===== config.mk =====
export PLATFORM = sky130hd
export DESIGN_NAME = fetch_unit_flat
export DESIGN_NICKNAME = d
export VERILOG_FILES = /design/src/rtl/fetch_pkg.sv /design/src/rtl/fetch_if.sv /design/src/rtl/next_pc_sel.sv /design/src/rtl/fetch_unit.sv /design/src/flat_wrapper.sv
export SDC_FILE = /design/constraint.sdc
export NUM_CORES = 1
export LEC_CHECK = 0
export ABC_CLOCK_PERIOD_IN_PS = 4300
export CAP_MARGIN = 20
export CORE_AREA = 2 2 115 117
export DETAILED_ROUTE_END_ITERATION = 8
export DIE_AREA = 0 0 117 119
export DONT_BUFFER_PORTS = 1
export GPL_TIMING_DRIVEN = 0
export PLACE_DENSITY = 0.77
export SKIP_CTS_REPAIR_TIMING = 1
export SLEW_MARGIN = 15
export SYNTH_ARGS = -nofsm -noshare
export SYNTH_HDL_FRONTEND = slang
export SYNTH_SLANG_ARGS = --single-unit

===== constraint.sdc =====
create_clock -name i_clk -period 4.3 [get_ports i_clk]
set_input_delay 0.645 -clock i_clk [delete_from_list [all_inputs] [get_ports i_clk]]
set_output_delay 0.645 -clock i_clk [all_outputs]
set_load 0.01 [all_outputs]

===== src/rtl/fetch_pkg.sv =====
// Shared encodings for the fetch stage: FSM states and next-PC select codes.
package fetch_pkg;
  localparam logic [1:0] ST_BOOT = 2'd0;
  localparam logic [1:0] ST_RUN  = 2'd1;
  localparam logic [1:0] ST_HALT = 2'd2;

  localparam logic [2:0] SEL_SEQ    = 3'd0;
  localparam logic [2:0] SEL_HOLD   = 3'd1;
  localparam logic [2:0] SEL_BRANCH = 3'd2;
  localparam logic [2:0] SEL_JUMP   = 3'd3;
  localparam logic [2:0] SEL_EXC    = 3'd4;
endpackage


===== src/rtl/fetch_if.sv =====
// Instruction-memory port and IF/ID register bundle between fetch and decode.
interface fetch_if #(
  parameter int ADDR_W = 32,
  parameter int DATA_W = 32
);
  logic [ADDR_W-1:0] o_imem_addr;
  logic [DATA_W-1:0] i_imem_data;
  logic [ADDR_W-1:0] o_pc;
  logic [ADDR_W-1:0] o_pc_next;
  logic [DATA_W-1:0] o_instr;
  logic              o_valid;

  modport master (
    output o_imem_addr, o_pc, o_pc_next, o_instr, o_valid,
    input  i_imem_data
  );

  modport slave (
    input  o_imem_addr, o_pc, o_pc_next, o_instr, o_valid,
    output i_imem_data
  );
endinterface


===== src/rtl/next_pc_sel.sv =====
// Combinational next-PC priority mux: exception > jump > branch > stall > sequential.
module next_pc_sel
  import fetch_pkg::*;
#(
  parameter int ADDR_W = 32
) (
  input  logic [ADDR_W-1:0] pc,
  input  logic [ADDR_W-1:0] pc_inc,
  input  logic [ADDR_W-1:0] exc_pc,
  input  logic              exc,
  input  logic              jump,
  input  logic [ADDR_W-1:0] jump_target,
  input  logic              branch_taken,
  input  logic [ADDR_W-1:0] branch_target,
  input  logic              stall,
  output logic [ADDR_W-1:0] next_pc,
  output logic              redirect
);
  logic [2:0] sel;

  always_comb begin
    sel = SEL_SEQ;
    if (exc)               sel = SEL_EXC;
    else if (jump)         sel = SEL_JUMP;
    else if (branch_taken) sel = SEL_BRANCH;
    else if (stall)        sel = SEL_HOLD;
  end

  always_comb begin
    next_pc = pc_inc;
    case (sel)
      SEL_EXC:    next_pc = exc_pc;
      SEL_JUMP:   next_pc = jump_target;
      SEL_BRANCH: next_pc = branch_target;
      SEL_HOLD:   next_pc = pc;
      default:    next_pc = pc_inc;
    endcase
  end

  assign redirect = (sel == SEL_EXC) || (sel == SEL_JUMP) || (sel == SEL_BRANCH);
endmodule


===== src/rtl/fetch_unit.sv =====
// Instruction fetch stage: PC register, BOOT/RUN/HALT control and IF/ID register.
module fetch_unit
  import fetch_pkg::*;
#(
  parameter int                DATA_W     = 32,
  parameter int                ADDR_W     = 32,
  parameter logic [ADDR_W-1:0] RESET_PC   = '0,
  parameter int                PC_STEP    = 1,
  parameter logic [31:0]       EXC_VECTOR = 32'h0000_0040,
  parameter logic [DATA_W-1:0] HALT_INSTR = DATA_W'(32'hFFFF_FFFF)
) (
  input  logic              i_clk,
  input  logic              i_rst_n,
  input  logic              i_stall,
  input  logic              i_flush,
  input  logic              i_exc,
  input  logic              i_jump,
  input  logic [ADDR_W-1:0] i_jump_target,
  input  logic              i_branch_taken,
  input  logic [ADDR_W-1:0] i_branch_target,
  input  logic              i_resume,
  fetch_if.master           bus,
  output logic              o_halted
);
  localparam logic [ADDR_W-1:0] EXC_PC = ADDR_W'(EXC_VECTOR);

  logic [1:0]        state;
  logic [ADDR_W-1:0] pc_p0;
  logic [ADDR_W-1:0] pc_inc;
  logic [ADDR_W-1:0] next_pc;
  logic              redirect;
  logic [ADDR_W-1:0] pc_p1;
  logic [ADDR_W-1:0] pc_next_p1;
  logic [DATA_W-1:0] instr_p1;
  logic              vld_p1;

  // Wraps silently modulo 2^ADDR_W.
  assign pc_inc = pc_p0 + ADDR_W'(PC_STEP);

  next_pc_sel #(.ADDR_W(ADDR_W)) u_sel (
    .pc            (pc_p0),
    .pc_inc        (pc_inc),
    .exc_pc        (EXC_PC),
    .exc           (i_exc),
    .jump          (i_jump),
    .jump_target   (i_jump_target),
    .branch_taken  (i_branch_taken),
    .branch_target (i_branch_target),
    .stall         (i_stall),
    .next_pc       (next_pc),
    .redirect      (redirect)
  );

  // Stage boundary: IF (pc_p0) -> IF/ID (_p1)
  always_ff @(posedge i_clk or negedge i_rst_n) begin
    if (!i_rst_n) begin
      state      <= ST_BOOT;
      pc_p0      <= RESET_PC;
      pc_p1      <= '0;
      pc_next_p1 <= '0;
      instr_p1   <= '0;
      vld_p1     <= 1'b0;
    end else begin
      case (state)
        ST_BOOT: begin
          vld_p1 <= 1'b0;
          state  <= ST_RUN;
        end
        ST_RUN: begin
          pc_p0 <= next_pc;
          if (redirect || i_flush) begin
            vld_p1 <= 1'b0;
          end else if (!i_stall) begin
            pc_p1      <= pc_p0;
            pc_next_p1 <= pc_inc;
            instr_p1   <= bus.i_imem_data;
            vld_p1     <= 1'b1;
            if (bus.i_imem_data == HALT_INSTR) state <= ST_HALT;
          end
        end
        ST_HALT: begin
          vld_p1 <= 1'b0;
          if (i_exc) begin
            pc_p0 <= EXC_PC;
            state <= ST_RUN;
          end else if (i_resume) begin
            state <= ST_RUN;
          end
        end
        default: state <= ST_BOOT;
      endcase
    end
  end

  assign bus.o_imem_addr = pc_p0;
  assign bus.o_pc        = pc_p1;
  assign bus.o_pc_next   = pc_next_p1;
  assign bus.o_instr     = instr_p1;
  assign bus.o_valid     = vld_p1;
  assign o_halted        = (state == ST_HALT);
endmodule

===== src/flat_wrapper.sv =====
// flat-port wrapper written by rule: the top's interface ports become plain ports
module fetch_unit_flat import fetch_pkg::*;
#(
  parameter int                DATA_W     = 32,
  parameter int                ADDR_W     = 32,
  parameter logic [ADDR_W-1:0] RESET_PC   = '0,
  parameter int                PC_STEP    = 1,
  parameter logic [31:0]       EXC_VECTOR = 32'h0000_0040,
  parameter logic [DATA_W-1:0] HALT_INSTR = DATA_W'(32'hFFFF_FFFF)
)
  (i_clk, i_rst_n, i_stall, i_flush, i_exc, i_jump, i_jump_target, i_branch_taken, i_branch_target, i_resume, o_halted, bus_o_imem_addr, bus_o_pc, bus_o_pc_next, bus_o_instr, bus_o_valid, bus_i_imem_data);
  fetch_if #(.ADDR_W(ADDR_W), .DATA_W(DATA_W)) bus_i ();
  input  logic i_clk;
  input  logic i_rst_n;
  input  logic i_stall;
  input  logic i_flush;
  input  logic i_exc;
  input  logic i_jump;
  input  logic [ADDR_W-1:0] i_jump_target;
  input  logic i_branch_taken;
  input  logic [ADDR_W-1:0] i_branch_target;
  input  logic i_resume;
  output logic o_halted;
  output wire logic [$bits(bus_i.o_imem_addr)-1:0] bus_o_imem_addr;
  output wire logic [$bits(bus_i.o_pc)-1:0] bus_o_pc;
  output wire logic [$bits(bus_i.o_pc_next)-1:0] bus_o_pc_next;
  output wire logic [$bits(bus_i.o_instr)-1:0] bus_o_instr;
  output wire logic [$bits(bus_i.o_valid)-1:0] bus_o_valid;
  input wire logic [$bits(bus_i.i_imem_data)-1:0] bus_i_imem_data;
  assign bus_o_imem_addr = bus_i.o_imem_addr;
  assign bus_o_pc = bus_i.o_pc;
  assign bus_o_pc_next = bus_i.o_pc_next;
  assign bus_o_instr = bus_i.o_instr;
  assign bus_o_valid = bus_i.o_valid;
  assign bus_i.i_imem_data = bus_i_imem_data;
  fetch_unit #(.DATA_W(DATA_W), .ADDR_W(ADDR_W), .RESET_PC(RESET_PC), .PC_STEP(PC_STEP), .EXC_VECTOR(EXC_VECTOR), .HALT_INSTR(HALT_INSTR)) u_core (.i_clk(i_clk), .i_rst_n(i_rst_n), .i_stall(i_stall), .i_flush(i_flush), .i_exc(i_exc), .i_jump(i_jump), .i_jump_target(i_jump_target), .i_branch_taken(i_branch_taken), .i_branch_target(i_branch_target), .i_resume(i_resume), .bus(bus_i), .o_halted(o_halted));
endmodule

# ---- Word level (Yosys, flattened, before mapping)
# Cells that the tools add are included.
dict set report word_totals {
  ff_bits 131
  input_bits 104
  out_inout_bits 130
  word_cells 50
}
dict set report op_classes {
  n_addsub 1
  n_eq_ne 14
  mux 16
  n_bitwise 2
  n_reduce_logical 11
}
# op count
set op_table {}
lappend op_table {{$pmux 32 s4} 1}
lappend op_table {{$pmux 32 s2} 1}
lappend op_table {{$add 32x1->32 const B} 1}
lappend op_table {{$eq 32x32->1 const B} 1}
lappend op_table {{$mux 32} 1}
lappend op_table {{$mux 2} 7}
lappend op_table {{$ne 2x2->1 const B} 4}
lappend op_table {{$eq 3x2->1 const B} 2}
lappend op_table {{$pmux 2 s3} 1}
lappend op_table {{$reduce_and 3->1} 2}
lappend op_table {{$reduce_and 4->1} 1}
lappend op_table {{$reduce_bool 2->1} 2}
lappend op_table {{$eq 3x1->1 const B} 1}
lappend op_table {{$eq 3x3->1 const B} 1}
lappend op_table {{$logic_or 1x1->1} 3}
lappend op_table {{$mux 1} 3}
lappend op_table {{$mux 3} 1}
lappend op_table {{$ne 3x2->1 const B} 1}
lappend op_table {{$ne 3x3->1 const B} 1}
lappend op_table {{$eq 2x1->1 const B} 1}
lappend op_table {{$eq 2x2->1 const B} 1}
lappend op_table {{$logic_not 2->1} 1}
lappend op_table {{$ne 2x1->1 const B} 1}
lappend op_table {{$not 1->1} 2}
lappend op_table {{3 further kinds} 3}

# ---- Logic depth before layout (Yosys ltp)
# Gate-level depths: netlist of run 1.
dict set report depth {
  ltp_word 10
  depth_mapped 7
  depth_no_buf 5
}

# ---- Modules after synthesis
# A second synthesis of run 1 with hierarchy kept.
dict set report unflattened {
  hier_cells 663
  hier_area_um2 7009.2
}
# module instances cells_per_inst area_per_inst_um2 seq_area_each_um2
set modules_own_cells {}
lappend modules_own_cells {fetch_unit 1 411 5566.6 3278.1}
lappend modules_own_cells {next_pc_sel 1 252 1442.6 0.0}

# ---- Worst setup path after synthesis of run 1
# OpenSTA, ideal clock, no wires.
dict set report synth_timing {
  path_kind {input-to-reg}
  from {input i_exc}
  to {register u_core.pc_next_p1[0] (netlist: u_core.bus.o_pc_next[0])}
  arrival_time_ps 2178
  path_slack_ps 1987
  path_stages 7
  cell_sequence {clkbuf_1 > or4_1 > or3_1 > buf_2 > clkbuf_1 > nand2_1 > o21ai_0}
}
dict set report synth_between {
  elab_chain_cells 7
  elab_cells_between_ends 9
  cone_classes {eq/ne (3); mux (1); bitwise (1); reduce/logical (4)}
}
# item line
set synth_rtl {}
lappend synth_rtl {{start, declared} flat_wrapper.sv:17} ;# input logic i_exc;
lappend synth_rtl {{$mux 3 (*)} next_pc_sel.sv:23} ;# if (exc) sel = SEL_EXC;
lappend synth_rtl {{$eq 3x3->1 or $eq 3x2->1 (tied branches)} next_pc_sel.sv:40} ;# assign redirect = (sel == SEL_EXC) || (sel == SEL_JUMP) || (sel == SEL_BRANCH);
lappend synth_rtl {{$logic_or 1x1->1} next_pc_sel.sv:40}
lappend synth_rtl {{$logic_or 1x1->1 (*)} next_pc_sel.sv:40}
lappend synth_rtl {{$logic_or 1x1->1 (*)} fetch_unit.sv:71} ;# if (redirect || i_flush) begin
lappend synth_rtl {{$not 1->1 (no line) (*)} n/a}
lappend synth_rtl {{$reduce_and 3->1 (no line) (*)} n/a}
lappend synth_rtl {{end signal, assigned} fetch_unit.sv:75} ;# pc_next_p1 <= pc_inc;
lappend synth_rtl {{end, declared} fetch_unit.sv:33} ;# logic [ADDR_W-1:0] pc_next_p1;
# Every way passes the cells marked *; elsewhere a longest branch is shown, timed or not.
# A chain may end at the register's enable or synchronous reset.

# ---- Worst setup path in the final report of run 1
dict set report layout_timing {
  from {register u_core.pc_p0[0] (netlist: u_core.bus.o_imem_addr[0])}
  to {register u_core.pc_p0[22] (netlist: u_core.bus.o_imem_addr[22])}
}
dict set report layout_between {
  elab_chain_cells 3
}
# item line
set layout_rtl {}
lappend layout_rtl {{start, declared} fetch_unit.sv:28} ;# logic [ADDR_W-1:0] pc_p0;
lappend layout_rtl {{start signal, assigned} fetch_unit.sv:70} ;# pc_p0 <= next_pc;
lappend layout_rtl {{$add 32x1->32} fetch_unit.sv:38} ;# assign pc_inc = pc_p0 + ADDR_W'(PC_STEP);
lappend layout_rtl {{$pmux 32 s4} next_pc_sel.sv:31} ;# case (sel)
lappend layout_rtl {{$pmux 32 s2} fetch_unit.sv:64} ;# case (state)
# No other way between the ends.

==> summary.md, run 1 <==
| Metric | Value |
|---|---|
| Routed wire length | between 20 and 25 mm |
| Mapped Cells | roughly 800 |
| Distinct cells, synth | 60 |
| Critical path buffer and inverter count | 2 |
| Max clock buf depth | 2 |
| Min Clock Period, post-route | between 3000 and 4000 ps |
| Post-Syn Area | roughly 6900 sq um |
| Max Cap Viol | 0 |
| Critical Path RT | ~4600 ps |
| PortBufs | 0 |
| Max-slew headroom | 0.494 |
| Initial antenna violation count | 2 |
| RSZ-0062 raised after global routing | false |
| Remaining Overflow, GRT | 0 |
| CORE AREA | 12,900 sq um |
| Ranking of synthesized cells by area | dfrtp_1 48%, nand2_1 12%, o31ai_1 2.6% |
| Kind of critical path | flip-flop to flip-flop |
| Total Die Area | 13,900 sq um |
| Async SR Flop Fraction | 1.00 |
| Fmax | between 300 and 400 MHz |
| Layout cells sized above 1 | 0.0993 |
| Placed Cells | ~960 |
| Worst-skew pair later-pin latency | approximately 430 ps |
| Post-synthesis register bit count | between 100 and 150 |
| H-tree depth | 4 |
| Pins over their slew limit | 0 |
| Clk sinks | roughly 130 |
| Peak VDD IR | 0.250 mV |
| Setup TNS | 0 ps |
| Fin crit share | 0.734 |
| Worst-margin pin slew | ~750 ps |
| CTS tree | built |
| # nets final | 908 |
| First-pass GRT wire length | about 34 mm |
| Worst setup EP type | flip-flop |
| Power per cell area | roughly 480 nW/um^2 |
| Fillcell total | about 1,100 |
| Arrival time of the worst setup path | 3440 ps |
| CTS Buf Count | 17 |
| Outcome | finished, final reports clean |
| Root Driver | clkbuf_16 |
| Most frequent cells in the layout | 224 x nand2_1, 131 x dfrtp_1, 39 x nor2_1, 33 x clkbuf_1, 32 x o21ai_0 |
| Pwr Total | 3.71 mW |
| Area growth syn-to-layout | 12.3% |
| Largest net degree at the start of global routing | roughly 130 |
| Synth Flop Type | dfrtp_1 |
| Starting density of the core | 0.533 |
| Detail Route Antenna Nets | 0 |
| FF-to-FF setup slack | between 1000 and 1500 ps |
| Sequential fraction of the synthesis area | 0.477 |
| Final worst slack | 1140 ps |
| Register area | 3280 sq um |
| Final Hold Fails | 0 |
| Number of placement rows | 42 |
| Die W | approximately 120 um |
| Vias post-DR | 6,432 |
| Final setup viols | 0 |
| Commonest non-fill, non-tap cell in the layout | nand2_1 |
| Die Y | around 120 um |
| First-pass iteration count of the detailed router | 6 |
| Hold crit path type | input port to asynchronous set/reset pin |
| Area occupied by multi-input gates | ~3300 sq um |
| Vias in the first global route | 6,338 |
| Cell mode on critical path | clkbuf_1 |
| GRT Overall Usage | 0.317 |
| Number of flops mapped to enable cells by yosys | 0 |
| CP Cell Sequence | ha_1 > nand4_2 > or3_1 > clkbuf_1 > clkbuf_1 > o311ai_0 > nand3_1 |
| Boundary Pins | 234 |
| CP peak stage delay | about 600 ps |
| Max FO, Critical Path | 10 |
| DP HPWL | about 16 mm |
| Synth top area share | 0.477 |
| Cell family with most CP delay | simple AND/OR/NAND/NOR gates |
| Initial DRC Count | 526 |
| Cell accounting for the most synthesized area | dfrtp_1 |
| Pre-CTS setup slack | approximately 1200 ps |
| Avg Cell Area, Syn | a little under 9 sq um |
| Worst clock skew | roughly 17 ps |
| Startpoint Class | flip-flop |
| Yosys warnings | 0 |
| Routability Congestion | between 0.8 and 0.9 |
| Vias per std cell | about 6.5 |
| Wire length per cell | between 20 and 25 um |
| Non-Filler Instances | approximately 1,000 |
| CTS clk-pin slew, worst paths | about 60 ps |
| Slowest stage cell, crit path | dfrtp_1 |
| Syn_nets | roughly 900 |
| Residual DRC | 0 |
| Leakage | between 3 and 4 nW |
## worst paths after layout
kind	startpoint	to	cells after the start
min in group i_clk	bus_i_imem_data[12]	u_core.bus.o_instr[12]	2
worst max register to register	u_core.bus.o_imem_addr[0]	u_core.bus.o_imem_addr[22]	7
worst max-delay path	u_core.bus.o_imem_addr[0]	u_core.bus.o_imem_addr[22]	7
worst min-delay path	i_rst_n	u_core.bus.o_imem_addr[29]	1
worst min register to register	u_core.bus.o_instr[1]	u_core.bus.o_instr[1]	2
max in group asynchronous	i_rst_n	u_core.bus.o_imem_addr[15]	1
## cells by family (layout without fill, tap and decap cells)
group	count (synthesis)	after routing	share of synthesized area
AOI/OAI and AO/OA	169	169	0.181
xor gates and xnor gates	15	15	0.0191
adders and majority gates	1	1	0.00182
buffers and inverters	71	104	0.0465
DFF	131	131	0.477
other	0	2	0
and+or+nand+nor	396	396	0.275
## state kept, by name, summed over array words and instances (netlist names)
name	cells
u_core.bus.o_imem_addr	32
u_core.bus.o_instr	32
u_core.bus.o_pc	32
u_core.bus.o_pc_next	32
u_core.bus.o_valid	1
u_core.state	2
## final cells by class
type | instances | share of cell area
Clock inverter | 14 | 0.0198
Buffer | 64 | 0.0380
Inverter | 7 | 0.00341
Antenna cell | 2 | 0.000649
Timing Repair Buffer | 1 | 0.00357
Tap cell | 176 | 0.0286
Clock buffer | 18 | 0.0569
Sequential cell | 131 | 0.425
Multi-Input combinational cell | 581 | 0.424
## per-layer routing
metal,vias to the layer above,GRT usage,part of all wire
met2,386,0.509,0.47
met4,0,0.140,0.037
met1,3122,0.392,0.38
li1,2860,-,-
met5,-,0,0
met3,64,0.0952,0.11
## where the power goes
group	internal (mW)	switching [mW]
logic	0.183	0.283
registers	1.46	0.318
clock network	0.875	0.588
## synthesized netlist by cell type (13+ instances only)
master / count
o211ai_1: 15
a31oi_1: 15
a22oi_1: 13
o31ai_1: 24
o2111a_1: 14
clkbuf_1: 33
o22ai_1: 18
nand4_1: 20
nand2b_1: 22
dfrtp_1: 131
xnor2_1: 14
o21ai_0: 32
nand3_1: 15
nor2_1: 39
nand2_1: 224
buf_2: 25
## stage by stage
| step | utilization | hold slack [ps] | instance area, sq um |
|---|---|---|---|
| 6_report | 0.599 | 193 | 7710 |
| 5_1_grt | 0.599 | 288 | 7710 |
| 4_1_cts | 0.597 | -88.9 | 7680 |
| 3_5_place_dp | 0.551 | 352 | 7090 |
| 3_3_place_gp | 0.551 | 352 | 7090 |
| 2_1_floorplan | - | 349 | 6870 |
No activity file was read; power rests on OpenSTA's default activity.
==> inputs of run 2 (changes only) <==
--- a/config.mk
+++ b/config.mk
@@ -5,14 +5,14 @@
 export SDC_FILE = /design/constraint.sdc
 export NUM_CORES = 1
 export LEC_CHECK = 0
-export ABC_CLOCK_PERIOD_IN_PS = 4300
+export ABC_CLOCK_PERIOD_IN_PS = 2800
 export CAP_MARGIN = 20
 export CORE_AREA = 2 2 115 117
 export DETAILED_ROUTE_END_ITERATION = 8
 export DIE_AREA = 0 0 117 119
 export DONT_BUFFER_PORTS = 1
 export GPL_TIMING_DRIVEN = 0
-export PLACE_DENSITY = 0.77
+export PLACE_DENSITY = 0.79
 export SKIP_CTS_REPAIR_TIMING = 1
 export SLEW_MARGIN = 15
 export SYNTH_ARGS = -nofsm -noshare
==> constraint.sdc (replaced) <==
create_clock -name i_clk -period 2.8 [get_ports i_clk]
set_input_delay 0.42 -clock i_clk [delete_from_list [all_inputs] [get_ports i_clk]]
set_output_delay 0.42 -clock i_clk [all_outputs]
set_load 0.01 [all_outputs]
==> summary.md, run 2 (synthesis gave the netlist of run 1 again) <==
| Metric | Value |
|---|---|
| Min Clock Period, post-route | around 2500 ps |
| Remaining Overflow, GRT | 0 |
| Fin crit share | 0.882 |
| Setup TNS | 0 ps |
| Pins over their slew limit | 0 |
| Max clock buf depth | 2 |
| CP Cell Sequence | ha_2 > nand4_2 > or4_1 > or4b_2 > nand3_1 |
| Failing checks | negative hold slack |
| Worst-margin pin slew | a little under 900 ps |
| Slowest stage cell, crit path | or4_1 |
| Min Hold Slack | -314 ps |
| Pwr Total | around 5.6 mW |
| Routability Congestion | slightly below 0.9 |
| RSZ-0062 raised after global routing | false |
| First-pass iteration count of the detailed router | 5 |
| GRT Overall Usage | 0.315 |
| Die Y | 119 um |
| Final setup viols | 0 |
| Initial DRC Count | between 600 and 700 |
| Startpoint Class | flip-flop |
| # nets final | 906 |
| Layout cells sized above 1 | 0.101 |
| R2R Path Start | u_core.bus.o_imem_addr[0] |
| Core Util, Final | 0.595 |
| Area growth syn-to-layout | 11.5% |
| Boundary Pins | 234 |
| Die W | ~120 um |
| Leakage | 3.34 nW |
| First-pass GRT wire length | 33.0 mm |
| Outcome | finished, violations left |
| Arrival time of the worst setup path | roughly 2800 ps |
| Most frequent cells in the layout | 224 x nand2_1, 129 x dfrtp_1, 39 x nor2_1, 34 x clkbuf_1, 32 x o21ai_0 |
| Register area | about 3300 sq um |
| Max Cap Viol | 0 |
| Largest net degree at the start of global routing | roughly 130 |
| Hold crit path type | input port to asynchronous set/reset pin |
| Routed wire length | around 22 mm |
| Critical Path RT | approximately 3200 ps |
| Residual DRC | 0 |
| Power per cell area | approximately 720 nW/um^2 |
| Setup crit start | u_core.bus.o_imem_addr[0] |
| CORE AREA | 12,900 sq um |
| Critical path buffer and inverter count | 0 |
| Number of placement rows | 42 |
| CTS Buf Count | 17 |
| Max FO, Critical Path | 9 |
| Area occupied by multi-input gates | approximately 3300 sq um |
| Worst setup EP type | flip-flop |
| H-tree depth | 4 |
| Root Driver | clkbuf_16 |
| Commonest non-fill, non-tap cell in the layout | nand2_1 |
| Vias per std cell | 6.30 |
| Max-slew headroom | 0.402 |
| Cell family with most CP delay | simple AND/OR/NAND/NOR gates |
| DP HPWL | around 16 mm |
| Final Hold Fails | 131 |
| Vias in the first global route | ~6,000 |
| Worst-skew pair later-pin latency | 430 ps |
| Wire length per cell | 21.7 um |
| Kind of critical path | flip-flop to flip-flop |
| Initial antenna violation count | 1 |
| Clk sinks | 131 |
| Fmax | 405 MHz |
| Peak VDD IR | about 0.41 mV |
| CP peak stage delay | about 650 ps |
| CTS clk-pin slew, worst paths | ~60 ps |
| Detail Route Antenna Nets | 0 |
| PortBufs | 0 |
| Total Die Area | around 14,000 sq um |
| Starting density of the core | 0.533 |
| CTS tree | built |
| Worst clock skew | about 12 ps |
| Vias post-DR | ~6,200 |
| Fillcell total | ~1,100 |
run 2: changes by cell type in the layout (fill, tap and decap cells not counted), moves of 2 or more:
cell,previous run,this run
clkinv_2,2,7
inv_6,4,0
clkinvlp_4,4,1
dfrtp_1,131,129
dfrtp_2,0,2
run 2: metrics by stage:
step / setup WS, ps / instance area (sq um) / cells
2_1_floorplan: 544 / 6870 / 783
4_1_cts: -263 / 7650 / 991
3_3_place_gp: -211 / 7090 / 959
5_1_grt: 173 / 7660 / 990
6_report: 330 / 7660 / 991
3_5_place_dp: -250 / 7090 / 959
run 2: final timing paths:
check | depth (start not counted) | endpoint | slack (ps)
min in group i_clk | 2 | u_core.bus.o_instr[28] | 90
max | 5 | u_core.bus.o_imem_addr[18] | 330
max reg2reg | 5 | u_core.bus.o_imem_addr[18] | 330
max in group asynchronous | 0 | u_core.bus.o_imem_addr[23] | 2930
min | 0 | u_core.bus.o_instr[14] | -310
min reg2reg | 2 | u_core.bus.o_pc[14] | 540
run 2: cell type report:
| class | instances | share of cell area |
|---|---|---|
| Antenna cell | 1 | 0.000327 |
| Buffer | 63 | 0.0379 |
| Clock buffer | 21 | 0.0588 |
| Clock inverter | 11 | 0.0145 |
| Inverter | 7 | 0.00343 |
| Multi-Input combinational cell | 581 | 0.428 |
| Sequential cell | 131 | 0.428 |
| Tap cell | 176 | 0.0287 |
run 2: worst register-to-register path, stage by stage, from the launching register on:
cell	delay (ps)
dfrtp_2	480
ha_2	300
nand4_2	240
or4_1	650
or4b_2	640
nand3_1	90
run 2: per-layer routing:
| metal | global-route usage | vias to the layer above | routed length [um] |
|---|---|---|---|
| li1 | - | 2854 | - |
| met2 | 0.475 | 355 | 10100 |
| met3 | 0.119 | 46 | 2300 |
| met5 | 0 | - | 0 |
| met4 | 0.124 | 0 | 563 |
| met1 | 0.410 | 2985 | 8590 |
run 2: power breakdown:
part / leakage (nW) / internal, mW / switching [mW]
Sequential: 1.65 / 2.24 / 0.497
Clock: 0.280 / 1.32 / 0.823
Combinational: 1.41 / 0.277 / 0.391
